## config.mk

```make
export PLATFORM = sky130hd
export DESIGN_NAME = scope_trig_capture_flat
export DESIGN_NICKNAME = d
export VERILOG_FILES = /design/src/rtl/scope_trig_capture_pkg.sv /design/src/rtl/scope_trig_capture_if.sv /design/src/rtl/scope_trig_capture_det.sv /design/src/rtl/scope_trig_capture.sv /design/src/flat_wrapper.sv
export SDC_FILE = /design/constraint.sdc
export NUM_CORES = 1
export LEC_CHECK = 0
export ABC_AREA = 1
export CAP_MARGIN = 5
export CORE_ASPECT_RATIO = 0.6
export CORE_MARGIN = 5
export CORE_UTILIZATION = 50
export DETAILED_ROUTE_END_ITERATION = 8
export GPL_TIMING_DRIVEN = 0
export PLACE_DENSITY_LB_ADDON = 0.08
export SLEW_MARGIN = 10
export SYNTH_ARGS = -nofsm -noshare
export SYNTH_HDL_FRONTEND = slang
export SYNTH_SLANG_ARGS = --single-unit
```

## constraint.sdc

```tcl
create_clock -name clk -period 3.9 [get_ports clk]
set_input_delay 0.585 -clock clk [delete_from_list [all_inputs] [get_ports clk]]
set_output_delay 0.585 -clock clk [all_outputs]
set_load 0.03 [all_outputs]
```

## src/rtl/scope_trig_capture_pkg.sv

```systemverilog
// Shared types and constants for the trigger-based sample capture engine.
package scope_trig_capture_pkg;

    // Capture FSM states; encodings are exported on state_o for the status display.
    typedef enum logic [2:0] {
        ST_IDLE = 3'd0,
        ST_PRE  = 3'd1,
        ST_WAIT = 3'd2,
        ST_POST = 3'd3,
        ST_HOLD = 3'd4
    } scope_state_e;

    // Acquisition mode codes; code 2'b11 behaves like normal mode.
    localparam logic [1:0] MODE_AUTO   = 2'b00;
    localparam logic [1:0] MODE_NORM   = 2'b01;
    localparam logic [1:0] MODE_SINGLE = 2'b10;

    // True when the mode re-arms by itself from IDLE (everything except single-shot).
    function automatic logic autoRearm(input logic [1:0] modeVal);
        return modeVal != MODE_SINGLE;
    endfunction

endpackage

```

## src/rtl/scope_trig_capture_if.sv

```systemverilog
// Write port towards the dual-port sample RAM.
interface scope_trig_capture_if #(
    parameter int AW  = 10,
    parameter int DW  = 12,
    parameter int NCH = 2
);

    logic                ram_wr_en;
    logic [AW-1:0]       ram_wr_addr;
    logic [NCH*DW-1:0]   ram_wr_data;

    // The capture engine drives the port, the RAM consumes it.
    modport master (output ram_wr_en, ram_wr_addr, ram_wr_data);
    modport slave  (input  ram_wr_en, ram_wr_addr, ram_wr_data);

endinterface

```

## src/rtl/scope_trig_capture_det.sv

```systemverilog
// Trigger detector: selects the trigger channel, remembers the previous
// qualified sample and flags a level crossing in the selected direction.
module scope_trig_det
    import scope_trig_capture_pkg::*;
#(
    parameter int DW  = 12,
    parameter int NCH = 2,
    parameter int CHW = 1
) (
    input  logic              clk,
    input  logic              rst,
    input  logic              clr_i,
    input  logic              q_i,
    input  logic              eval_i,
    input  logic [NCH*DW-1:0] smp_i,
    input  logic [CHW-1:0]    ch_i,
    input  logic [DW-1:0]     level_i,
    input  logic              slope_i,
    output logic              hit_o
);

    logic [DW-1:0] cur;
    logic [DW-1:0] prev_q;
    logic          prevVld_q;
    logic          crossing;

    // Channel mux; an out-of-range channel number reads as zero.
    always_comb begin
        cur = '0;
        for (int k = 0; k < NCH; k++) begin
            if (ch_i == CHW'(k)) begin
                cur = smp_i[k*DW +: DW];
            end
        end
    end

    // Remember the last qualified sample; forgotten at the start of every frame.
    always_ff @(posedge clk) begin
        if (rst) begin
            prev_q    <= '0;
            prevVld_q <= 1'b0;
        end else if (clr_i) begin
            prevVld_q <= 1'b0;
        end else if (q_i) begin
            prev_q    <= cur;
            prevVld_q <= 1'b1;
        end
    end

    // Unsigned level/slope compare against the previous sample.
    always_comb begin
        if (slope_i) begin
            crossing = (prev_q > level_i) && (cur <= level_i);
        end else begin
            crossing = (prev_q < level_i) && (cur >= level_i);
        end
    end

    assign hit_o = eval_i && prevVld_q && crossing;

endmodule

```

## src/rtl/scope_trig_capture.sv

```systemverilog
// Trigger-based multi-channel capture engine: writes samples circularly into
// the sample RAM, waits for a level/slope trigger (or an auto timeout) and
// freezes one frame with a configurable number of pre-trigger samples.
module scope_trig_capture
    import scope_trig_capture_pkg::*;
#(
    parameter int DW    = 12,
    parameter int AW    = 10,
    parameter int NCH   = 2,
    parameter int DEC_W = 8,
    parameter int TO_W  = 16,
    localparam int CHW  = (NCH > 1) ? $clog2(NCH) : 1
) (
    input  logic              clk,
    input  logic              rst,
    input  logic [NCH*DW-1:0] smp_in,
    input  logic              smp_vld,
    input  logic [CHW-1:0]    trig_ch,
    input  logic [DW-1:0]     trig_level,
    input  logic              trig_slope,
    input  logic [1:0]        mode,
    input  logic              arm,
    input  logic [AW-1:0]     pretrig,
    input  logic [DEC_W-1:0]  decim,
    input  logic [TO_W-1:0]   auto_tmo,
    input  logic              rd_done,
    scope_trig_capture_if.master ramIf,
    output logic              frame_rdy,
    output logic [AW-1:0]     frame_base,
    output logic              trig_real,
    output logic [2:0]        state_o
);

    scope_state_e      state_q;

    logic [CHW-1:0]    cfgCh_q;
    logic [DW-1:0]     cfgLevel_q;
    logic              cfgSlope_q;
    logic [1:0]        cfgMode_q;
    logic [AW-1:0]     cfgPre_q;
    logic [DEC_W-1:0]  cfgDecim_q;
    logic [TO_W-1:0]   cfgTmo_q;

    logic [DEC_W-1:0]  dcnt_q, dcnt_d;
    logic [AW-1:0]     wp_q;
    logic [AW-1:0]     preCnt_q;
    logic [TO_W-1:0]   tcnt_q, tcnt_d;
    logic [AW-1:0]     postCnt_q;
    logic [AW-1:0]     trigAddr_q;
    logic              trigPend_q;

    logic              wrEn_q;
    logic [AW-1:0]     wrAddr_q;
    logic [NCH*DW-1:0] wrData_q;
    logic              frameRdy_q;
    logic [AW-1:0]     frameBase_q;
    logic              trigReal_q;

    logic              goPre;
    logic              sampleWin;
    logic              q;
    logic              hit;
    logic              timeout;

    // Leaving IDLE: free-running modes re-arm at once, single-shot needs arm.
    assign goPre = (state_q == ST_IDLE) && (autoRearm(mode) || arm);

    // Samples are only accepted while a frame is being filled. A zero pretrig
    // lets PRE pass straight through, and a POST with no samples left is
    // just the hand-over cycle into HOLD; neither accepts a sample.
    assign sampleWin = ((state_q == ST_PRE) && (cfgPre_q != '0)) ||
                       (state_q == ST_WAIT) ||
                       ((state_q == ST_POST) && (postCnt_q != '0));

    assign q = sampleWin && smp_vld && (dcnt_q == '0);

    assign tcnt_d  = tcnt_q + 1'b1;
    assign timeout = (cfgMode_q == MODE_AUTO) && (cfgTmo_q != '0) && (tcnt_d == cfgTmo_q);

    scope_trig_det #(
        .DW  (DW),
        .NCH (NCH),
        .CHW (CHW)
    ) u_det (
        .clk     (clk),
        .rst     (rst),
        .clr_i   (goPre),
        .q_i     (q && ((state_q == ST_PRE) || (state_q == ST_WAIT))),
        .eval_i  (q && (state_q == ST_WAIT)),
        .smp_i   (smp_in),
        .ch_i    (cfgCh_q),
        .level_i (cfgLevel_q),
        .slope_i (cfgSlope_q),
        .hit_o   (hit)
    );

    // Decimator next value: keep one of every decim+1 valid samples.
    always_comb begin
        dcnt_d = dcnt_q;
        if (sampleWin && smp_vld) begin
            if (dcnt_q == '0) begin
                dcnt_d = cfgDecim_q;
            end else begin
                dcnt_d = dcnt_q - 1'b1;
            end
        end
    end

    // Decimator counter; cleared at frame start so the first valid sample is kept.
    always_ff @(posedge clk) begin
        if (rst) begin
            dcnt_q <= '0;
        end else if (goPre) begin
            dcnt_q <= '0;
        end else begin
            dcnt_q <= dcnt_d;
        end
    end

    // Capture FSM with config latch, pointers, counters and registered outputs.
    always_ff @(posedge clk) begin
        if (rst) begin
            state_q     <= ST_IDLE;
            cfgCh_q     <= '0;
            cfgLevel_q  <= '0;
            cfgSlope_q  <= 1'b0;
            cfgMode_q   <= MODE_AUTO;
            cfgPre_q    <= '0;
            cfgDecim_q  <= '0;
            cfgTmo_q    <= '0;
            wp_q        <= '0;
            preCnt_q    <= '0;
            tcnt_q      <= '0;
            postCnt_q   <= '0;
            trigAddr_q  <= '0;
            trigPend_q  <= 1'b0;
            wrEn_q      <= 1'b0;
            wrAddr_q    <= '0;
            wrData_q    <= '0;
            frameRdy_q  <= 1'b0;
            frameBase_q <= '0;
            trigReal_q  <= 1'b0;
        end else begin
            wrEn_q <= q;
            if (q) begin
                wrAddr_q <= wp_q;
                wrData_q <= smp_in;
                wp_q     <= wp_q + 1'b1;
            end

            case (state_q)
                ST_IDLE: begin
                    if (goPre) begin
                        // pretrig is AW bits wide, so it can never exceed DEPTH-1.
                        cfgCh_q    <= trig_ch;
                        cfgLevel_q <= trig_level;
                        cfgSlope_q <= trig_slope;
                        cfgMode_q  <= mode;
                        cfgPre_q   <= pretrig;
                        cfgDecim_q <= decim;
                        cfgTmo_q   <= auto_tmo;
                        preCnt_q   <= '0;
                        tcnt_q     <= '0;
                        state_q    <= ST_PRE;
                    end
                end
                ST_PRE: begin
                    if (cfgPre_q == '0) begin
                        state_q <= ST_WAIT;
                    end else if (q) begin
                        preCnt_q <= preCnt_q + 1'b1;
                        if (preCnt_q + 1'b1 == cfgPre_q) begin
                            state_q <= ST_WAIT;
                        end
                    end
                end
                ST_WAIT: begin
                    if (q) begin
                        tcnt_q <= tcnt_d;
                        if (hit || timeout) begin
                            trigAddr_q <= wp_q;
                            trigPend_q <= hit;
                            postCnt_q  <= {AW{1'b1}} - cfgPre_q;
                            state_q    <= ST_POST;
                        end
                    end
                end
                ST_POST: begin
                    if (postCnt_q == '0) begin
                        frameRdy_q  <= 1'b1;
                        frameBase_q <= trigAddr_q - cfgPre_q;
                        trigReal_q  <= trigPend_q;
                        state_q     <= ST_HOLD;
                    end else if (q) begin
                        postCnt_q <= postCnt_q - 1'b1;
                    end
                end
                ST_HOLD: begin
                    if (rd_done) begin
                        frameRdy_q <= 1'b0;
                        state_q    <= ST_IDLE;
                    end
                end
                default: begin
                    frameRdy_q <= 1'b0;
                    state_q    <= ST_IDLE;
                end
            endcase
        end
    end

    assign ramIf.ram_wr_en   = wrEn_q;
    assign ramIf.ram_wr_addr = wrAddr_q;
    assign ramIf.ram_wr_data = wrData_q;
    assign frame_rdy         = frameRdy_q;
    assign frame_base        = frameBase_q;
    assign trig_real         = trigReal_q;
    assign state_o           = state_q;

endmodule
```

## src/flat_wrapper.sv

```systemverilog
// flat-port wrapper written by rule: the top's interface ports become plain ports
module scope_trig_capture_flat import scope_trig_capture_pkg::*;
#(
    parameter int DW    = 12,
    parameter int AW    = 10,
    parameter int NCH   = 2,
    parameter int DEC_W = 8,
    parameter int TO_W  = 16,
    localparam int CHW  = (NCH > 1) ? $clog2(NCH) : 1
)
  (clk, rst, smp_in, smp_vld, trig_ch, trig_level, trig_slope, mode, arm, pretrig, decim, auto_tmo, rd_done, frame_rdy, frame_base, trig_real, state_o, ramIf_ram_wr_en, ramIf_ram_wr_addr, ramIf_ram_wr_data);
  scope_trig_capture_if #(.AW(AW), .DW(DW), .NCH(NCH)) ramIf_i ();
  input  logic clk;
  input  logic rst;
  input  logic [NCH*DW-1:0] smp_in;
  input  logic smp_vld;
  input  logic [CHW-1:0] trig_ch;
  input  logic [DW-1:0] trig_level;
  input  logic trig_slope;
  input  logic [1:0] mode;
  input  logic arm;
  input  logic [AW-1:0] pretrig;
  input  logic [DEC_W-1:0] decim;
  input  logic [TO_W-1:0] auto_tmo;
  input  logic rd_done;
  output logic frame_rdy;
  output logic [AW-1:0] frame_base;
  output logic trig_real;
  output logic [2:0] state_o;
  output wire logic [$bits(ramIf_i.ram_wr_en)-1:0] ramIf_ram_wr_en;
  output wire logic [$bits(ramIf_i.ram_wr_addr)-1:0] ramIf_ram_wr_addr;
  output wire logic [$bits(ramIf_i.ram_wr_data)-1:0] ramIf_ram_wr_data;
  assign ramIf_ram_wr_en = ramIf_i.ram_wr_en;
  assign ramIf_ram_wr_addr = ramIf_i.ram_wr_addr;
  assign ramIf_ram_wr_data = ramIf_i.ram_wr_data;
  scope_trig_capture #(.DW(DW), .AW(AW), .NCH(NCH), .DEC_W(DEC_W), .TO_W(TO_W)) u_core (.clk(clk), .rst(rst), .smp_in(smp_in), .smp_vld(smp_vld), .trig_ch(trig_ch), .trig_level(trig_level), .trig_slope(trig_slope), .mode(mode), .arm(arm), .pretrig(pretrig), .decim(decim), .auto_tmo(auto_tmo), .rd_done(rd_done), .ramIf(ramIf_i), .frame_rdy(frame_rdy), .frame_base(frame_base), .trig_real(trig_real), .state_o(state_o));
endmodule
```

* Word-level counts from Yosys, hierarchy flattened
Index checks and enable logic that the tools add are counted.
Storage, ports and cells: register bits 178, latch bits 0, memory bits (writable) 0, memory bits (read-only) 0, input bits 79, output and inout bits 50, logic and storage cells 121, memories kept 0
Operators by class: add/subtract/negate cells 7, multipliers 0, divide/modulo/power cells 0, magnitude comparators 4, equality and inequality tests 18, shifts and indexed selects 0, multiplexer cells 27, bitwise operators 2, reductions and logical operators 40
Operators with widths (count):
- $mux W10 | 7
- $pmux W10 S2 | 2
- $mux W16 | 2
- $pmux W16 S2 | 1
- $mux W3 | 8
- $add A10 B1 Y10 const B | 2
- $logic_not A10 Y1 | 2
- $reduce_bool A10 Y1 | 2
- $add A16 B1 Y16 const B | 1
- $eq A16 B16 Y1 | 1
- $reduce_bool A16 Y1 | 1
- $pmux W3 S5 | 1
- $logic_and A1 B1 Y1 | 13
- $ge A12 B12 Y1 | 1
- $gt A12 B12 Y1 | 1
- $le A12 B12 Y1 | 1
- $lt A12 B12 Y1 | 1
- $mux W12 | 1
- $ne A2 B2 Y1 const B | 6
- $eq A10 B10 Y1 | 1
- $sub A10 B1 Y10 const B | 1
- $sub A10 B10 Y10 | 1
- $sub A10 B10 Y10 const A | 1
- $reduce_and A3 Y1 | 3
- other kinds (22) | 37

* Logic depth before layout (Yosys ltp)
depth after elaboration 13, depth in mapped cells 19, mapped depth without buffers 18

* Cells and area by module
From an unflattened synthesis, not the netlist that was laid out.
Second synthesis, totals: cells, all modules 1346, area total of the unflattened synthesis 9327.7 µm²
Modules (own cells, without submodules):
- scope_trig_capture | times used 1, cells each 1158, area each 8051.5 µm², sequential area each 3303.2 µm²
- scope_trig_det | times used 1, cells each 188, area each 1276.2 µm², sequential area each 260.2 µm²

* Least setup slack after synthesis
OpenSTA, ideal clock, no wires.
path type register to register, start reg u_core.cfgCh_q, end reg u_core.postCnt_q[5], setup time 0.113 ns, data arrival time 2.600 ns, required time 3.787 ns, path slack 1.188 ns, cell stages (with the launch flop) 19, buffers on the path 2, clock period less this slack 2.712 ns, cells stage by stage dfxtp_1 buf_1 mux2_2 ha_1 nand2_1 nor2_1 and2_1 nand2_1 nand3_1 nand2_1 nand2_1 nand2_1 nand3_1 nand3_4 nand2_4 buf_6 nand2_1 nand2_1 nor2_1
Between the ends: longest elaborated chain between the ends 8, elaborated cells between the ends (all ways) 10, classes of those cells order compare (2); eq/ne (1); mux (2); reduce/logical (5)
Ends and longest elaborated chain:
- start: declaration | line scope_trig_capture.sv:36 | logic [CHW-1:0] cfgCh_q;
- start signal: assignment | line scope_trig_capture.sv:155 | cfgCh_q <= trig_ch;
- $mux W12 * | line scope_trig_capture_det.sv:31 | if (ch_i == CHW'(k)) begin
- net u_core.u_det.cur[11] | line scope_trig_capture_det.sv:22 | logic [DW-1:0] cur;
- $ge A12 B12 Y1 or $le A12 B12 Y1 (tied branches) | line scope_trig_capture_det.sv:55, scope_trig_capture_det.sv:53
- $logic_and A1 B1 Y1 (on tied branches) | line scope_trig_capture_det.sv:55, scope_trig_capture_det.sv:53
- $mux W1 * | line scope_trig_capture_det.sv:52 | if (slope_i) begin
- $logic_and A1 B1 Y1 * | line scope_trig_capture_det.sv:59 | assign hit_o = eval_i && prevVld_q && crossing;
- $logic_or A1 B1 Y1 * | line scope_trig_capture.sv:180 | if (hit || timeout) begin
- $ne A2 B2 Y1 (no line) *
- $reduce_and A5 Y1 (no line) *
- end signal: assignment | line scope_trig_capture.sv:183 | postCnt_q <= {AW{1'b1}} - cfgPre_q;
- end signal: assignment | line scope_trig_capture.sv:195 | postCnt_q <= postCnt_q - 1'b1;
- end: declaration | line scope_trig_capture.sv:48 | logic [AW-1:0] postCnt_q;
Mark *: on every way through the listed nets, which the timed path passes. The rest lies on a longest branch. A chain may end at the register's enable or synchronous reset.

* Worst setup path after layout
start reg u_core.cfgCh_q, end reg u_core.trigAddr_q[8]
Between the ends: longest elaborated chain between the ends 7, elaborated cells between the ends (all ways) 9, classes of those cells order compare (2); mux (2); reduce/logical (5)
Ends and longest elaborated chain:
- $mux W12 * | line scope_trig_capture_det.sv:31
- net u_core.u_det.cur[11] | line scope_trig_capture_det.sv:22
- $ge A12 B12 Y1 or $le A12 B12 Y1 (tied branches) | line scope_trig_capture_det.sv:55, scope_trig_capture_det.sv:53
- $logic_and A1 B1 Y1 (on tied branches) | line scope_trig_capture_det.sv:55, scope_trig_capture_det.sv:53
- $mux W1 * | line scope_trig_capture_det.sv:52
- $logic_and A1 B1 Y1 * | line scope_trig_capture_det.sv:59
- $logic_or A1 B1 Y1 * | line scope_trig_capture.sv:180
- $reduce_and A3 Y1 (no line) *
- end signal: assignment | line scope_trig_capture.sv:181 | trigAddr_q <= wp_q;
- end: declaration | line scope_trig_capture.sv:49 | logic [AW-1:0] trigAddr_q;
Marks and branches as above.

==> flow_summary.toml <==
[status]
run_status = "finished clean"

[routing]
first_iter_violations = 901
wl_per_cell_um = 16.65
number_of_vias_in_the_routed_layout = 9238
drt.antenna.violating_nets = 0
routed_via_density = 5.402
routed_wirelength_mm = 28.48
drc = 0
first_pass_iters = 5

[worst_setup_path]
timing.critical_path.required_ps = 4220
timing.critical_path.arrival_ps = 3910
timing.setup.critical_path_class = "reg2reg"
cpMaxStageDelayCell = "buf_1"
path_cells = "buf_1, mux2_2, ha_1, nand2_1, nor2_1, and2_1, nand2_1, nand4_1, nand2_1, nand2_1, nand3_1, nand2_1, nand2_1, clkbuf_2, o21ai_0, nor2_1"
setup.worst_path.end_class = "flop"
critPathMaxFanout = 10
startpoint_type = "flop"
path_common_cell = "nand2_1"
crit_path_max_incr_delay_ps = 530

[clocking]
clockRootBuffer = "clkbuf_16"
cts_num_sinks = 178
worst_setup_hold_path_clk_slew_ps = 70
hold_buffers = 0
cells_resized_by_post_cts_repair = 0
postCtsSetupBuffers = 0
cts_buffer_depth = 2
tritoncts.num_buffers = 17
insertion_delay_ps = 440
cts.htree.levels = 4
tritoncts = "built"

[power]
leakage_uw = 0.004664
peak_vdd_ir_v = 0.0004067
power.density_nw_per_um2 = 665.8

[sta]
grt_setup_unrepaired = "no"
number_of_setup_violations_in_the_final_report = 0
fin_crit_sh_pct = 91.98
timing.final.hold_violations = 0
fmax_ghz = 0.2788
maxSlewHeadroom_pct = 49.06
final.setup.tns_ps = 0
drv_slew = 0
fin_crit_ps = 3587
tightestPinTransition_ps = 764.1
fin_skew_ps = 10.36

[floorplanning]
design.die.area_um2 = 21300
chip_width_um = 185.1
placement_rows = 38
design.core.area_um2 = 18070
num_io_pins = 129
floorplan.initialDensity_pct = 50.91
die_height_um = 115.1

[final_layout]
total_nets_final = 1577
layoutNonFillerInstCount = 1710
nFillCells = 1676
syn2layout_area_growth_pct = 23.89
ff_latch_area_um2 = 3563
antenna-diode-count = 0
multi_input_logic_area_um2 = 4881
drive_gt1_share_pct = 5.102
most-common-layout-cells = "nand2_1 (287), dfxtp_1 (178), a21oi_1 (157)"
mostFrequentLayoutCell = "nand2_1"

[synth]
synthFlopType = "dfxtp_1"
synthesis.area_um2 = 9198
synth_async_sr_flop_share_pct = 0
synthesis.nets = 1430
synth_sequential_area_ratio_pct = 38.74
synth-edff-count = 0
post_synth_num_cell_types = 47
post_synth_inst_count = 1310
syn_area_per_cell_um2 = 7.021
ys_warn_count = 0
synth.ff_latch_count = 178

[grt]
grt_start_max_net_pins = 17
global_route.overflow_total = 0
grt.total_usage_pct = 26.67
antenna_found_initial = 0
wire_length_of_the_first_global_routing_pass_mm = 44.41
grt_pass1_vias = 8222

[place]
routabilityCongestion = 0.9304
portBuffers = 128
detailed_place_hpwl_mm = 21.54
post-place-cells = 1678

[worst_hold_path]
worst_hold_path_type = "reg2reg"

[flow_run]
max_cap_viol_count = 0
==> power breakdown <==
part | switching, uW | leakage (uW) | internal [uW]
clock | 767 | 0.000300 | 1070
sequential | 284 | 0.00145 | 2210
combinational | 2150 | 0.00291 | 1110
total | 3200 | 0.00466 | 4390
==> metal layers <==
metal	global-route usage, %	share of wire, %
met2	38.04	40
met4	5.181	0.85
met5	0	0
met1	41.98	51
met3	4.774	7.8
==> cells in the mapped netlist (2+ instances only) <==
library cell | number | share of area, %
buf_4 | 2 | 0.16
clkinv_1 | 5 | 0.20
nor3_4 | 2 | 0.35
nor3_1 | 3 | 0.16
a22oi_1 | 2 | 0.16
nor2_2 | 3 | 0.20
o31ai_1 | 2 | 0.16
a211oi_1 | 13 | 1.1
buf_1 | 2 | 0.082
a31oi_1 | 15 | 1.0
o21ai_0 | 113 | 6.1
o21bai_1 | 7 | 0.57
o21a_1 | 4 | 0.33
nor3_2 | 2 | 0.22
nand3b_1 | 2 | 0.16
buf_2 | 7 | 0.38
nand2_2 | 3 | 0.20
mux2_2 | 11 | 1.3
inv_1 | 130 | 5.3
mux2i_1 | 2 | 0.22
xnor3_1 | 2 | 0.49
xor2_1 | 13 | 1.2
nand3_2 | 3 | 0.33
nand2_1 | 287 | 12
a21oi_1 | 157 | 8.5
nor2_1 | 141 | 5.8
clkbuf_1 | 42 | 1.7
inv_2 | 4 | 0.16
xnor2_1 | 5 | 0.48
dfxtp_1 | 178 | 39
ha_1 | 40 | 5.4
nand3_1 | 80 | 4.4
nand4_1 | 14 | 0.95
==> through the flow <==
step	hold WS (ps)	total power (uW)	cell area, um^2	util (%)	worst slack, ps
global placement	442.4	5648	10780	59.66	448.6
global route	482.2	8074	11390	63.07	113.2
CTS	462.4	7540	11390	63.07	373.8
detailed placement	451.5	5703	10780	59.66	436.1
floorplan	429.7	4630	9198	-	1188
finish	456.2	7586	11390	63.07	312.8
==> final timing paths <==
| kind | slack (ps) | endpoint | cells past startpoint | from |
|---|---|---|---|---|
| max | 310 | u_core.trigAddr_q[8] | 16 | u_core.cfgCh_q |
| min | 460 | u_core.cfgDecim_q[4] | 2 | u_core.cfgDecim_q[4] |
| max reg2reg | 310 | u_core.trigAddr_q[8] | 16 | u_core.cfgCh_q |
| min reg2reg | 460 | u_core.cfgDecim_q[4] | 2 | u_core.cfgDecim_q[4] |
==> critical path: cells and delay by family (launching register included) <==
kind                     cells  cell delay (ps)
AND/OR/NAND/NOR             11             1290
buffers and inverters        2              730
multiplexers                 1              440
flip-flops                   1              410
adder cells (fa/ha/maj)      1              300
AO/OA/AOI/OAI                1              300
==> registers in the layout, indices dropped and copies added, names as in the netlist, 2 cells and up <==
| name | cells |
|---|---|
| u_core.cfgPre_q | 10 |
| u_core.postCnt_q | 10 |
| u_core.cfgDecim_q | 8 |
| u_core.cfgMode_q | 2 |
| u_core.wp_q | 10 |
| u_core.ramIf.ram_wr_data | 24 |
| u_core.dcnt_q | 8 |
| u_core.tcnt_q | 16 |
| u_core.cfgTmo_q | 16 |
| u_core.u_det.prev_q | 12 |
| u_core.cfgLevel_q | 12 |
| u_core.trigAddr_q | 10 |
| u_core.ramIf.ram_wr_addr | 10 |
| u_core.state_o | 3 |
| u_core.preCnt_q | 10 |
| u_core.frame_base | 10 |
==> layout make-up <==
| type | count | share of cell area, % |
|---|---|---|
| repair buffers | 128 | 11.24 |
| flip-flops and latches | 178 | 31.27 |
| inverters | 139 | 4.579 |
| clock inverters | 14 | 1.636 |
| multi-input cells | 938 | 42.84 |
| plain buffers | 55 | 2.031 |
| clock buffers | 18 | 3.766 |
| well taps | 240 | 2.635 |
==> cells by family (layout without fill, tap and decap cells) <==
| family | after synthesis | after routing | share of synthesized area [%] |
|---|---|---|---|
| AOI/OAI and AO/OA | 317 | 317 | 18.35 |
| xor gates and xnor gates | 20 | 20 | 2.204 |
| adders and majority gates | 41 | 41 | 5.659 |
| buffers and inverters | 194 | 354 | 8.189 |
| DFF | 178 | 178 | 38.74 |
| muxes | 13 | 13 | 1.564 |
| and+or+nand+nor | 547 | 547 | 25.29 |
Power figures use the tool's default switching activity.
